**src/rtl/vga_bus_timing.sv**
```systemverilog
// SVGA pixel timing source. Drives the packed VGA bus
// {hcount, vcount, hsync, vsync, hblnk, vblnk, rgb} into the first overlay stage,
// and provides a frame-start pulse plus a free-running frame counter.
module vga_bus_timing #(
    parameter int unsigned H_ACTIVE  = 800,
    parameter int unsigned H_FRONT   = 40,
    parameter int unsigned H_SYNC    = 128,
    parameter int unsigned H_BACK    = 88,
    parameter int unsigned V_ACTIVE  = 600,
    parameter int unsigned V_FRONT   = 1,
    parameter int unsigned V_SYNC    = 4,
    parameter int unsigned V_BACK    = 23,
    parameter logic        SYNC_POL  = 1'b1,
    parameter logic [11:0] BG_COLOUR = 12'h000
) (
    input  logic        clk,
    input  logic        rst,
    // {hcount[10:0], vcount[10:0], hsync, vsync, hblnk, vblnk, rgb[11:0]}
    output logic [37:0] vga_bus_out,
    output logic        frame_start,
    output logic [15:0] frame_cnt
);

    // Totals must stay below 2048 so every counter value fits in 11 bits.
    localparam int unsigned H_TOTAL = H_ACTIVE + H_FRONT + H_SYNC + H_BACK;
    localparam int unsigned V_TOTAL = V_ACTIVE + V_FRONT + V_SYNC + V_BACK;

    localparam logic [10:0] H_LAST     = 11'(H_TOTAL - 1);
    localparam logic [10:0] V_LAST     = 11'(V_TOTAL - 1);
    localparam logic [10:0] H_ACT      = 11'(H_ACTIVE);
    localparam logic [10:0] V_ACT      = 11'(V_ACTIVE);
    localparam logic [10:0] HSYNC_BEG  = 11'(H_ACTIVE + H_FRONT);
    localparam logic [10:0] HSYNC_END  = 11'(H_ACTIVE + H_FRONT + H_SYNC);
    localparam logic [10:0] VSYNC_BEG  = 11'(V_ACTIVE + V_FRONT);
    localparam logic [10:0] VSYNC_END  = 11'(V_ACTIVE + V_FRONT + V_SYNC);

    logic [10:0] hcount_q, hcount_d;
    logic [10:0] vcount_q, vcount_d;
    logic        hsync_q, hsync_d;
    logic        vsync_q, vsync_d;
    logic        hblnk_q, hblnk_d;
    logic        vblnk_q, vblnk_d;
    logic [11:0] rgb_q, rgb_d;
    logic        frame_start_q, frame_start_d;
    logic [15:0] frame_cnt_q, frame_cnt_d;

    // Next counter values, with all decoded fields derived from them so the
    // registered bus fields always describe the same pixel.
    always_comb begin
        hcount_d = hcount_q + 11'd1;
        vcount_d = vcount_q;
        if (hcount_q == H_LAST) begin
            hcount_d = '0;
            vcount_d = (vcount_q == V_LAST) ? 11'd0 : vcount_q + 11'd1;
        end

        hblnk_d = (hcount_d >= H_ACT);
        vblnk_d = (vcount_d >= V_ACT);
        hsync_d = ((hcount_d >= HSYNC_BEG) && (hcount_d < HSYNC_END)) ? SYNC_POL : ~SYNC_POL;
        vsync_d = ((vcount_d >= VSYNC_BEG) && (vcount_d < VSYNC_END)) ? SYNC_POL : ~SYNC_POL;
        rgb_d   = (!hblnk_d && !vblnk_d) ? BG_COLOUR : 12'h000;

        // The reset (0,0) state is never reached through here, so it is not a frame start.
        frame_start_d = (hcount_d == 11'd0) && (vcount_d == 11'd0);
        frame_cnt_d   = frame_cnt_q + {15'd0, frame_start_d};
    end

    // Output and counter registers; all bus fields share one edge.
    always_ff @(posedge clk or posedge rst) begin
        if (rst) begin
            hcount_q      <= '0;
            vcount_q      <= '0;
            hsync_q       <= ~SYNC_POL;
            vsync_q       <= ~SYNC_POL;
            hblnk_q       <= 1'b0;
            vblnk_q       <= 1'b0;
            rgb_q         <= BG_COLOUR;
            frame_start_q <= 1'b0;
            frame_cnt_q   <= '0;
        end else begin
            hcount_q      <= hcount_d;
            vcount_q      <= vcount_d;
            hsync_q       <= hsync_d;
            vsync_q       <= vsync_d;
            hblnk_q       <= hblnk_d;
            vblnk_q       <= vblnk_d;
            rgb_q         <= rgb_d;
            frame_start_q <= frame_start_d;
            frame_cnt_q   <= frame_cnt_d;
        end
    end

    assign vga_bus_out = {hcount_q, vcount_q, hsync_q, vsync_q, hblnk_q, vblnk_q, rgb_q};
    assign frame_start = frame_start_q;
    assign frame_cnt   = frame_cnt_q;

endmodule

```
**config.mk**
```make
export PLATFORM = sky130hd
export DESIGN_NAME = vga_bus_timing
export DESIGN_NICKNAME = d
export VERILOG_FILES = /design/src/rtl/vga_bus_timing.sv
export SDC_FILE = /design/constraint.sdc
export NUM_CORES = 1
export LEC_CHECK = 0
export CELL_PAD_IN_SITES_DETAIL_PLACEMENT = 1
export CELL_PAD_IN_SITES_GLOBAL_PLACEMENT = 1
export CORE_ASPECT_RATIO = 1.4
export CORE_UTILIZATION = 26
export CTS_CLUSTER_SIZE = 14
export DETAILED_ROUTE_END_ITERATION = 10
export GPL_TIMING_DRIVEN = 0
export MAX_ROUTING_LAYER = met4
export PLACE_DENSITY = 0.55
export SETUP_SLACK_MARGIN = 0.3
export SLEW_MARGIN = 20
export SYNTH_ARGS = -nofsm -noshare
export SYNTH_HDL_FRONTEND = slang
export SYNTH_SLANG_ARGS = --single-unit
export TNS_END_PERCENT = 5
```
**constraint.sdc**
```tcl
create_clock -name clk -period 9.73 [get_ports clk]
set_clock_uncertainty 0.1 [all_clocks]
set_input_delay 1.946 -clock clk [delete_from_list [all_inputs] [get_ports clk]]
set_output_delay 1.946 -clock clk [all_outputs]
set_load 0.01 [all_outputs]
```
Word level (Yosys, flattened, before mapping)
Cells that the tools add are included.
Storage, ports and cells
  register bits after elaboration: 43
  bits in latches: 0
  memory bits (writable): 0
  ROM bits: 0
  bits of input ports: 2
  logic and storage cells: 29
  memories: 0
Cells by class
  add/subtract/negate cells: 3
  multiply operators: 0
  div/mod/pow operators: 0
  magnitude comparators: 6
  eq/ne operators: 2
  shifts and indexed selects: 0
  multiplexer cells: 5
  bitwise logic cells: 0
  reduce and logical (&&, ||, !) cells: 5
Operators with widths (count)
  $ge A11 B10 Y1 const B: 4
  $mux W11: 3
  $add A11 B1 Y11 const B: 2
  $logic_not A11 Y1: 2
  $lt A11 B10 Y1 const B: 2
  $add A16 B1 Y16: 1
  $eq A11 B10 Y1 const B: 1
  $eq A11 B11 Y1 const B: 1
  $logic_and A1 B1 Y1: 3
  $mux W1: 2

Depth between registers and ports, before layout
Gate-level depths: netlist (run 1).
  depth after elaboration: 6
  depth in mapped cells: 13

Least setup slack after synthesis (run 1)
OpenSTA, ideal clock, no wires.
  kind: reg-to-reg
  start: register vcount_q[0]
  end: register frame_cnt_q[10] (netlist: frame_cnt[10])
  setup time: 0.126 ns
  data arrival time: 3.131 ns
  data required time: 9.504 ns
  slack: 6.373 ns
  stages on the path, launching flop included: 14
  path buffers: 1
  cells stage by stage: dfrtp_1 > ha_1 > clkbuf_1 > nor4b_2 > and4_1 > o21ai_1 > a2111oi_2 > nand4_1 > nor4_2 > ha_1 > ha_1 > and3_1 > nand4_1 > xnor2_1
On the way
  cells in the longest elaborated chain, start to end: 6
  elaborated cells on any way between the ends: 7
  those cells by class: 2 x add/sub; 1 x eq/ne; 2 x mux; 2 x reduce/logical
Ends and longest elaborated chain
  start: declaration: line 38  | logic [10:0] vcount_q, vcount_d;
  start signal: assignment: line 82  | vcount_q <= vcount_d;
  $add A11 B1 Y11 or $eq A11 B10 Y1 (tied branches): line 54  | vcount_d = (vcount_q == V_LAST) ? 11'd0 : vcount_q + 11'd1;
  $mux W11: line 54
  $mux W11 (*): line 52  | if (hcount_q == H_LAST) begin
  $logic_not A11 Y1 (*): line 64  | frame_start_d = (hcount_d == 11'd0) && (vcount_d == 11'd0);
  $logic_and A1 B1 Y1 (*): line 64
  named net frame_start_d: line 44  | logic frame_start_q, frame_start_d;
  $add A16 B1 Y16 (*): line 65  | frame_cnt_d = frame_cnt_q + {15'd0, frame_start_d};
  named net frame_cnt_d[10]: line 45  | logic [15:0] frame_cnt_q, frame_cnt_d;
  end signal: assignment: line 89  | frame_cnt_q <= frame_cnt_d;
  end: declaration: line 45
The timed path passes the listed nets; every way through them passes the cells marked *.

Worst setup path after layout (run 1)
  start: register vcount_q[0]
  end: register frame_cnt_q[14] (netlist: frame_cnt[14])
Same word-level chain as after synthesis.

==> tab_implementation.tex, run 1 <==
\begin{tabular}{lr}
\hline
Metric & Value \\
\hline
\multicolumn{2}{l}{\textbf{Power and ir drop}} \\
\quad Leakage & 0.00145 uW \\
\quad Share of total power in combinational logic & $\sim$2.8\% \\
\quad Sequential Power Share & a little under half \\
\quad Fraction of power spent switching nets & between 10\% and 20\% \\
\quad Internal power summed over all cells & just over 300 uW \\
\quad Cell Pwr Density & approximately 120 nW/um2 \\
\quad Switching power & 77.2 uW \\
\quad Clock network power share & 51.1\% \\
\quad Worst-case vdd ir drop & between 0.06 and 0.07 mV \\
\multicolumn{2}{l}{\textbf{Cells and area}} \\
\quad Most common library cell in the layout ignoring fill and taps & sky130\_fd\_sc\_hd\_\_clkdlybuf4s50\_1 \\
\quad Synthesis-to-finish area growth & 34.2\% \\
\quad Most used cells in the layout excluding fill and tap cells & 44 x sky130\_fd\_sc\_hd\_\_clkdlybuf4s50\_1, 43 x sky130\_fd\_sc\_hd\_\_dfrtp\_1, 20 x sky130\_fd\_sc\_hd\_\_xnor2\_1, 19 x sky130\_fd\_sc\_hd\_\_nand2\_1, 18 x sky130\_fd\_sc\_hd\_\_nand3\_1 \\
\quad Antenna diode instance count & 0 \\
\quad Layout cells sized above 1 & 13.6\% \\
\quad Total Nets Final & 308 \\
\multicolumn{2}{l}{\textbf{Placed design}} \\
\quad Gpl congestion & between 0.8 and 0.9 \\
\quad Post-placement worst setup slack & roughly 5600 ps \\
\quad DPL Wire Length & 4490 um \\
\quad Number of I/O port buffers & 44 \\
\multicolumn{2}{l}{\textbf{Yosys}} \\
\quad Top\_reg\_cell synth & sky130\_fd\_sc\_hd\_\_dfrtp\_1 \\
\quad Proportion of netlist area held by the largest area contributor & about 45\% \\
\quad Number of flops mapped to enable cells by yosys & 0 \\
\quad Synth top area cells & sky130\_fd\_sc\_hd\_\_dfrtp\_1 45\%, sky130\_fd\_sc\_hd\_\_xnor2\_1 7.3\%, sky130\_fd\_sc\_hd\_\_buf\_4 5.0\% \\
\quad Mapped Avg Cell Area & roughly 10 um2 \\
\quad Part of the Yosys area used for sequential elements & 45.0\% \\
\quad Area leader, netlist & sky130\_fd\_sc\_hd\_\_dfrtp\_1 \\
\quad Gate Count Post-Synth & around 240 \\
\quad Mapped Area & 2390 um2 \\
\quad Number of warning messages in the yosys log & 0 \\
\quad Share of async-settable or async-resettable flops after synthesis & between 90\% and 100\% \\
\quad Number of different library cells in the post-synthesis netlist & 48 \\
\quad Seq cells post-synth & 43 \\
\multicolumn{2}{l}{\textbf{Timing}} \\
\quad Crit path setup slack, layout & approximately 5700 ps \\
\quad Number of setup violations in the final report & 0 \\
\quad Final period demand of the worst path & about 4000 ps \\
\quad Max Slew Vio Count & 0 \\
\quad Slew @ Worst Pin & around 540 ps \\
\quad Worst slew margin & between 60\% and 70\% \\
\quad F\_max & roughly 250 MHz \\
\quad Total Neg Setup Slack & 0 ps \\
\quad Share of the clock period used by the worst path & 41.2\% \\
\quad Final number of hold-violating endpoints & 0 \\
\quad Setup repair after global routing missed its margin & no \\
\multicolumn{2}{l}{\textbf{Routing}} \\
\quad Ratio of routed vias to standard cells & between 4 and 5 \\
\quad DRT iter0 DRCs & 67 \\
\quad Number of detailed-route iterations in the first pass & 4 \\
\quad Post-route DRC & 0 \\
\quad Drt total wl & 5910 um \\
\quad Post-detailed-route count of antenna-violating nets & 0 \\
\quad Vias after detailed routing & approximately 1.9k \\
\quad Wire length per cell after detailed routing & around 14 um \\
\multicolumn{2}{l}{\textbf{Status}} \\
\quad Run status & finished clean \\
\multicolumn{2}{l}{\textbf{Clocking}} \\
\quad Number of gates given a new drive strength after cts & 0 \\
\quad TritonCTS Buffers & 5 \\
\quad Depth of the CTS H-tree & 2 \\
\quad Reg clk slew, reported paths & $\sim$60 ps \\
\quad Clock root buffer & sky130\_fd\_sc\_hd\_\_clkbuf\_16 \\
\quad Quantity of hold-fixing buffers added after cts & 0 \\
\quad Buffers inserted by post-CTS timing repair & 0 \\
\quad Clock sink count & 43 \\
\quad Clock tree from TritonCTS & done \\
\quad Maximum count of clock buffers along a single path & 2 \\
\quad Clock latency of the later-clocked register in the worst-skew pair & approximately 290 ps \\
\multicolumn{2}{l}{\textbf{Global route}} \\
\quad Maximum number of pins on one net before global-route repair & 24 \\
\quad Overall overflow remaining after global route & 0 \\
\quad Wire length of the first global-routing pass & 9680 um \\
\quad Total Routing Usage GR & a little over an eighth \\
\quad Number of antenna violations at the first check in global routing & 0 \\
\quad Vias in the first global route & approximately 1.9k \\
\multicolumn{2}{l}{\textbf{Critical path}} \\
\quad Worst setup path category & reg2reg \\
\quad Critical path startpoint category & flop \\
\quad CP Capture Type & flop \\
\quad Worst EP arrival & a little over 4000 ps \\
\quad Data required time of the worst path & a little under 10000 ps \\
\quad Max FO, Critical Path & 8 \\
\multicolumn{2}{l}{\textbf{Floorplanning}} \\
\quad X dimension of the die & 83.1 um \\
\quad Die Footprint & about 9600 um2 \\
\quad Count of pins on the block boundary & 57 \\
\quad Standard cell core area & 8980 um2 \\
\quad Vertical extent of the die & around 120 um \\
\quad Initial core utilization & a little over a quarter \\
\quad Core Rows & slightly above 40 \\
\multicolumn{2}{l}{\textbf{Min path}} \\
\quad Min-Delay Path Class & reg2reg \\
\multicolumn{2}{l}{\textbf{Job}} \\
\quad Number of maximum-capacitance violations & 0 \\
\hline
\end{tabular}
## layer usage
layer / vias to the layer above / wire [um] / track usage (%)
li1: 939 / - / -
met1: 960 / 2570 / 15.2
met4: 0 / 154 / 7.13
met3: 9 / 175 / 2.42
met5: - / 0 / -
met2: 38 / 3010 / 22.8
## power by group through the flow
stage | Clock, uW | Combinational, uW | Sequential (uW)
3_5_place_dp | 0 | 11.3 | 182
4_1_cts | 204 | 11.4 | 179
6_report | 198 | 11.0 | 179
5_1_grt | 211 | 12.6 | 179
3_3_place_gp | 0 | 9.92 | 182
2_1_floorplan | 0 | 8.21 | 182
## logic make-up (layout without fill, tap and decap cells)
group,count (synthesis),after routing,share of synthesized area [%]
buffers and inverters,30,83,7.64
flip-flops,43,43,45.0
other,1,12,0.157
adder cells (fa/ha/maj),5,5,2.62
XOR/XNOR,31,31,11.3
AND/OR/NAND/NOR,94,94,22.5
multiplexers,5,5,2.25
AO/OA/AOI/OAI,29,29,8.47
## flip-flops by register name, summed over array words and instances, names as in the netlist
signal	count
frame_cnt	16
vblnk_q	1
vcount_q	11
hcount_q	11
vsync_q	1
hsync_q	1
frame_start	1
hblnk_q	1
## worst max-delay path, cell delays in order, from the launching register on
cell	delay (ps)
sky130_fd_sc_hd__dfrtp_1	480
sky130_fd_sc_hd__ha_1	190
sky130_fd_sc_hd__clkbuf_1	270
sky130_fd_sc_hd__nor4b_2	430
sky130_fd_sc_hd__and4_1	380
sky130_fd_sc_hd__o21ai_1	120
sky130_fd_sc_hd__a2111oi_2	330
sky130_fd_sc_hd__nand4_1	150
sky130_fd_sc_hd__nor4_2	370
sky130_fd_sc_hd__ha_1	300
sky130_fd_sc_hd__ha_1	240
sky130_fd_sc_hd__and3_1	250
sky130_fd_sc_hd__nand4_1	130
sky130_fd_sc_hd__xnor2_1	140
## metrics by stage
| step | utilization (%) | power [uW] | area (um2) | instances | hold slack, ps |
|---|---|---|---|---|---|
| 3_3_place_gp | 33.5 | 192 | 3010 | 400 | 359 |
| 3_5_place_dp | 33.8 | 193 | 3040 | 401 | 362 |
| 6_report | 35.7 | 388 | 3210 | 409 | 360 |
| 4_1_cts | 35.7 | 394 | 3210 | 409 | 371 |
| 2_1_floorplan | - | 190 | 2430 | 249 | 404 |
| 5_1_grt | 35.7 | 402 | 3210 | 409 | 407 |
## synthesized netlist by cell type, types with 2 or more instances
cell / n
sky130_fd_sc_hd__mux2i_1: 2
sky130_fd_sc_hd__a21boi_0: 2
sky130_fd_sc_hd__nor3_1: 4
sky130_fd_sc_hd__xnor2_1: 20
sky130_fd_sc_hd__nand2_1: 19
sky130_fd_sc_hd__and3_1: 10
sky130_fd_sc_hd__mux2_2: 3
sky130_fd_sc_hd__and4_1: 4
sky130_fd_sc_hd__nand4_1: 9
sky130_fd_sc_hd__ha_1: 5
sky130_fd_sc_hd__o21ai_1: 3
sky130_fd_sc_hd__a32oi_1: 2
sky130_fd_sc_hd__buf_2: 2
sky130_fd_sc_hd__o21ai_0: 6
sky130_fd_sc_hd__nor4b_2: 2
sky130_fd_sc_hd__inv_1: 7
sky130_fd_sc_hd__nor2b_1: 2
sky130_fd_sc_hd__and2_1: 2
sky130_fd_sc_hd__nand3_1: 18
sky130_fd_sc_hd__dfrtp_1: 43
sky130_fd_sc_hd__nor2_1: 13
sky130_fd_sc_hd__clkbuf_1: 4
sky130_fd_sc_hd__o31ai_1: 2
sky130_fd_sc_hd__a21oi_1: 4
sky130_fd_sc_hd__buf_4: 16
sky130_fd_sc_hd__xor2_1: 11
sky130_fd_sc_hd__or3_1: 2
## final timing paths
path / startpoint / slack, ps / cells past startpoint / end
worst max-delay path: vcount_q[0]$_DFF_PP0_ / 5720 / 13 / frame_cnt[14]$_DFF_PP0_
worst min-delay path: frame_cnt[15]$_DFF_PP0_ / 360 / 1 / frame_cnt[15]$_DFF_PP0_
worst max register to register: vcount_q[0]$_DFF_PP0_ / 5720 / 13 / frame_cnt[14]$_DFF_PP0_
worst min register to register: frame_cnt[15]$_DFF_PP0_ / 360 / 1 / frame_cnt[15]$_DFF_PP0_
max in group asynchronous: rst / 7110 / 3 / vcount_q[2]$_DFF_PP0_
min in group asynchronous: rst / 1920 / 2 / frame_start$_DFF_PP0_
## area by class of cell
| type | instances | area, um2 |
|---|---|---|
| clock inverter | 2 | 35.0 |
| multi-input combinational | 176 | 1170 |
| inverter | 7 | 26.3 |
| tap | 107 | 134 |
| clock buffer | 6 | 139 |
| sequential | 43 | 1080 |
| timing repair buffer | 45 | 468 |
| fill | 997 | 5770 |
| buffer | 23 | 156 |
No activity file was read; power rests on OpenSTA's default activity.
==> run 2: changes to the inputs <==
--- a/config.mk
+++ b/config.mk
@@ -13,7 +13,7 @@
 export DETAILED_ROUTE_END_ITERATION = 10
 export GPL_TIMING_DRIVEN = 0
 export MAX_ROUTING_LAYER = met4
-export PLACE_DENSITY = 0.55
+export PLACE_DENSITY = 0.57
 export SETUP_SLACK_MARGIN = 0.3
 export SLEW_MARGIN = 20
 export SYNTH_ARGS = -nofsm -noshare
==> constraint.sdc (replaced) <==
create_clock -name clk -period 3.45 [get_ports clk]
set_clock_uncertainty 0.1 [all_clocks]
set_input_delay 0.69 -clock clk [delete_from_list [all_inputs] [get_ports clk]]
set_output_delay 0.69 -clock clk [all_outputs]
set_load 0.01 [all_outputs]
==> tab_implementation.tex, run 2 (same netlist as run 1, synthesis figures left out) <==
\begin{tabular}{lr}
\hline
Metric & Value \\
\hline
\multicolumn{2}{l}{\textbf{Status}} \\
\quad Run status & finished clean \\
\multicolumn{2}{l}{\textbf{Routing}} \\
\quad Drt total wl & 6390 um \\
\quad Post-detailed-route count of antenna-violating nets & 0 \\
\quad DRT iter0 DRCs & 44 \\
\quad Post-route DRC & 0 \\
\quad Ratio of routed vias to standard cells & 4.73 \\
\quad Wire length per cell after detailed routing & between 10 and 15 um \\
\quad Number of detailed-route iterations in the first pass & 4 \\
\quad Vias after detailed routing & 2028 \\
\multicolumn{2}{l}{\textbf{Placed design}} \\
\quad Placed insts & $\sim$400 \\
\quad Number of I/O port buffers & 44 \\
\quad Gpl congestion & just over 0.8 \\
\quad DPL Wire Length & 4520 um \\
\multicolumn{2}{l}{\textbf{Critical path}} \\
\quad CP Capture Type & flop \\
\quad Worst setup path category & reg2reg \\
\quad Critical path startpoint category & flop \\
\quad Max FO, Critical Path & 5 \\
\quad Data required time of the worst path & 3530 ps \\
\quad Worst EP arrival & about 3500 ps \\
\multicolumn{2}{l}{\textbf{Clocking}} \\
\quad Clock sink count & 43 \\
\quad Reg clk slew, reported paths & $\sim$60 ps \\
\quad TritonCTS Buffers & 5 \\
\quad Quantity of hold-fixing buffers added after cts & 0 \\
\quad Maximum count of clock buffers along a single path & 2 \\
\quad Clock tree from TritonCTS & done \\
\quad Depth of the CTS H-tree & 2 \\
\quad Clock root buffer & sky130\_fd\_sc\_hd\_\_clkbuf\_16 \\
\quad Clock latency of the later-clocked register in the worst-skew pair & slightly below 300 ps \\
\multicolumn{2}{l}{\textbf{Global route}} \\
\quad Vias in the first global route & 2028 \\
\quad Total Routing Usage GR & approximately 14\% \\
\quad Maximum number of pins on one net before global-route repair & 28 \\
\quad Overall overflow remaining after global route & 0 \\
\quad Number of antenna violations at the first check in global routing & 0 \\
\quad Wire length of the first global-routing pass & roughly 10000 um \\
\multicolumn{2}{l}{\textbf{Timing}} \\
\quad Number of setup violations in the final report & 0 \\
\quad Max Slew Vio Count & 0 \\
\quad F\_max & roughly 290 MHz \\
\quad Final number of hold-violating endpoints & 0 \\
\quad Setup repair after global routing missed its margin & yes \\
\quad Final period demand of the worst path & 3410 ps \\
\quad Total Neg Setup Slack & 0 ps \\
\quad Share of the clock period used by the worst path & a little over nine tenths \\
\multicolumn{2}{l}{\textbf{Floorplanning}} \\
\quad Die Footprint & around 9600 um2 \\
\quad Initial core utilization & 26.6\% \\
\quad Core Rows & between 40 and 50 \\
\quad Vertical extent of the die & about 120 um \\
\quad Count of pins on the block boundary & 57 \\
\quad Standard cell core area & approximately 9000 um2 \\
\quad X dimension of the die & approximately 83 um \\
\multicolumn{2}{l}{\textbf{Power and ir drop}} \\
\quad Cell Pwr Density & a little under 300 nW/um2 \\
\quad Worst-case vdd ir drop & approximately 0.19 mV \\
\quad Leakage & between 0.0015 and 0.002 uW \\
\multicolumn{2}{l}{\textbf{Job}} \\
\quad Number of maximum-capacitance violations & 0 \\
\multicolumn{2}{l}{\textbf{Cells and area}} \\
\quad Flip-flop count of the largest register, all copies and words added & 16 \\
\quad Layout cells sized above 1 & between 20\% and 30\% \\
\quad Total Nets Final & 328 \\
\quad Most used cells in the layout excluding fill and tap cells & 44 x sky130\_fd\_sc\_hd\_\_clkdlybuf4s50\_1, 36 x sky130\_fd\_sc\_hd\_\_buf\_4, 35 x sky130\_fd\_sc\_hd\_\_dfrtp\_1, 20 x sky130\_fd\_sc\_hd\_\_xnor2\_1, 18 x sky130\_fd\_sc\_hd\_\_nand2\_1 \\
\quad Synthesis-to-finish area growth & 46.0\% \\
\quad Antenna diode instance count & 0 \\
\quad Non-filler instance count after layout & roughly 430 \\
\quad Most common library cell in the layout ignoring fill and taps & sky130\_fd\_sc\_hd\_\_clkdlybuf4s50\_1 \\
\quad Core occupancy in the finished layout & 38.9\% \\
\multicolumn{2}{l}{\textbf{Min path}} \\
\quad Min-Delay Path Class & reg2reg \\
\hline
\end{tabular}
## run 2: changes by cell type in the layout (fill, tap and decap cells not counted), sizes merged
cell	change
clkbuf	-1
bufinv	-1
clkinvlp	+1
buf	+21
## run 2: path summary, 6_finish.rpt
check | from | endpoint | slack (ps) | depth (start not counted)
hold / removal | frame_cnt[15]$_DFF_PP0_ | frame_cnt[15]$_DFF_PP0_ | 360 | 1
setup reg to reg | hcount_q[5]$_DFF_PP0_ | frame_cnt[11]$_DFF_PP0_ | 40 | 12
hold reg to reg | frame_cnt[15]$_DFF_PP0_ | frame_cnt[15]$_DFF_PP0_ | 360 | 1
max in group asynchronous | rst | hcount_q[8]$_DFF_PP0_ | 2150 | 3
setup / recovery | hcount_q[5]$_DFF_PP0_ | frame_cnt[11]$_DFF_PP0_ | 40 | 12
min in group asynchronous | rst | frame_cnt[9]$_DFF_PP0_ | 600 | 2
## run 2: power breakdown
part           switching (uW)  total (uW)  internal (uW)  leakage (uW)
Combinational            18.3        30.4           12.1      0.000884
Sequential                  0         504            504      0.000576
Clock                     208         498            289     0.0000731
## run 2: critical path, stage by stage (launching register included)
cell	delay [ps]
sky130_fd_sc_hd__dfrtp_2	440
sky130_fd_sc_hd__or4b_4	570
sky130_fd_sc_hd__nor3_4	160
sky130_fd_sc_hd__buf_6	160
sky130_fd_sc_hd__nor2_2	60
sky130_fd_sc_hd__a2111oi_2	360
sky130_fd_sc_hd__nand4_1	190
sky130_fd_sc_hd__nor4_4	310
sky130_fd_sc_hd__ha_2	280
sky130_fd_sc_hd__and4_4	260
sky130_fd_sc_hd__and3_4	210
sky130_fd_sc_hd__nand3_2	80
sky130_fd_sc_hd__xnor2_1	130
## run 2: through the flow
stage | power [uW] | setup WS (ps) | hold WS [ps] | instance area, um2
floorplan | 537 | 241 | 400 | 2460
global placement | 542 | -295 | 358 | 3040
detailed placement | 545 | -292 | 362 | 3060
CTS | 1050 | -6.79 | 371 | 3430
global route | 1070 | -106 | 407 | 3490
finish | 1030 | 44.6 | 362 | 3490
## run 2: area by class of cell
type	count	area [um2]
Tap cell	107	134
Inverter	7	26.3
Timing Repair Buffer	65	611
Clock inverter	2	16.3
Multi-Input combinational cell	176	1310
Clock buffer	6	139
Sequential cell	43	1090
Fill cell	990	5480
Buffer	23	170
## run 2: layer usage
metal,vias to the layer above,wire length [um],global-route usage (%)
met5,-,0,-
met4,0,116,5.75
met3,7,180,2.28
met2,44,3430,25.7
met1,996,2660,16.1
li1,981,-,-
## run 2: repair_timing
| action | 4_1_cts | 5_1_grt |
|---|---|---|
| gates cloned | 0 | 0 |
| pin swaps | 12 | 8 |
| gates resized for setup | 28 | 7 |
| buffers inserted | 15 | 5 |
| setup endpoints to repair | 15 | 15 |
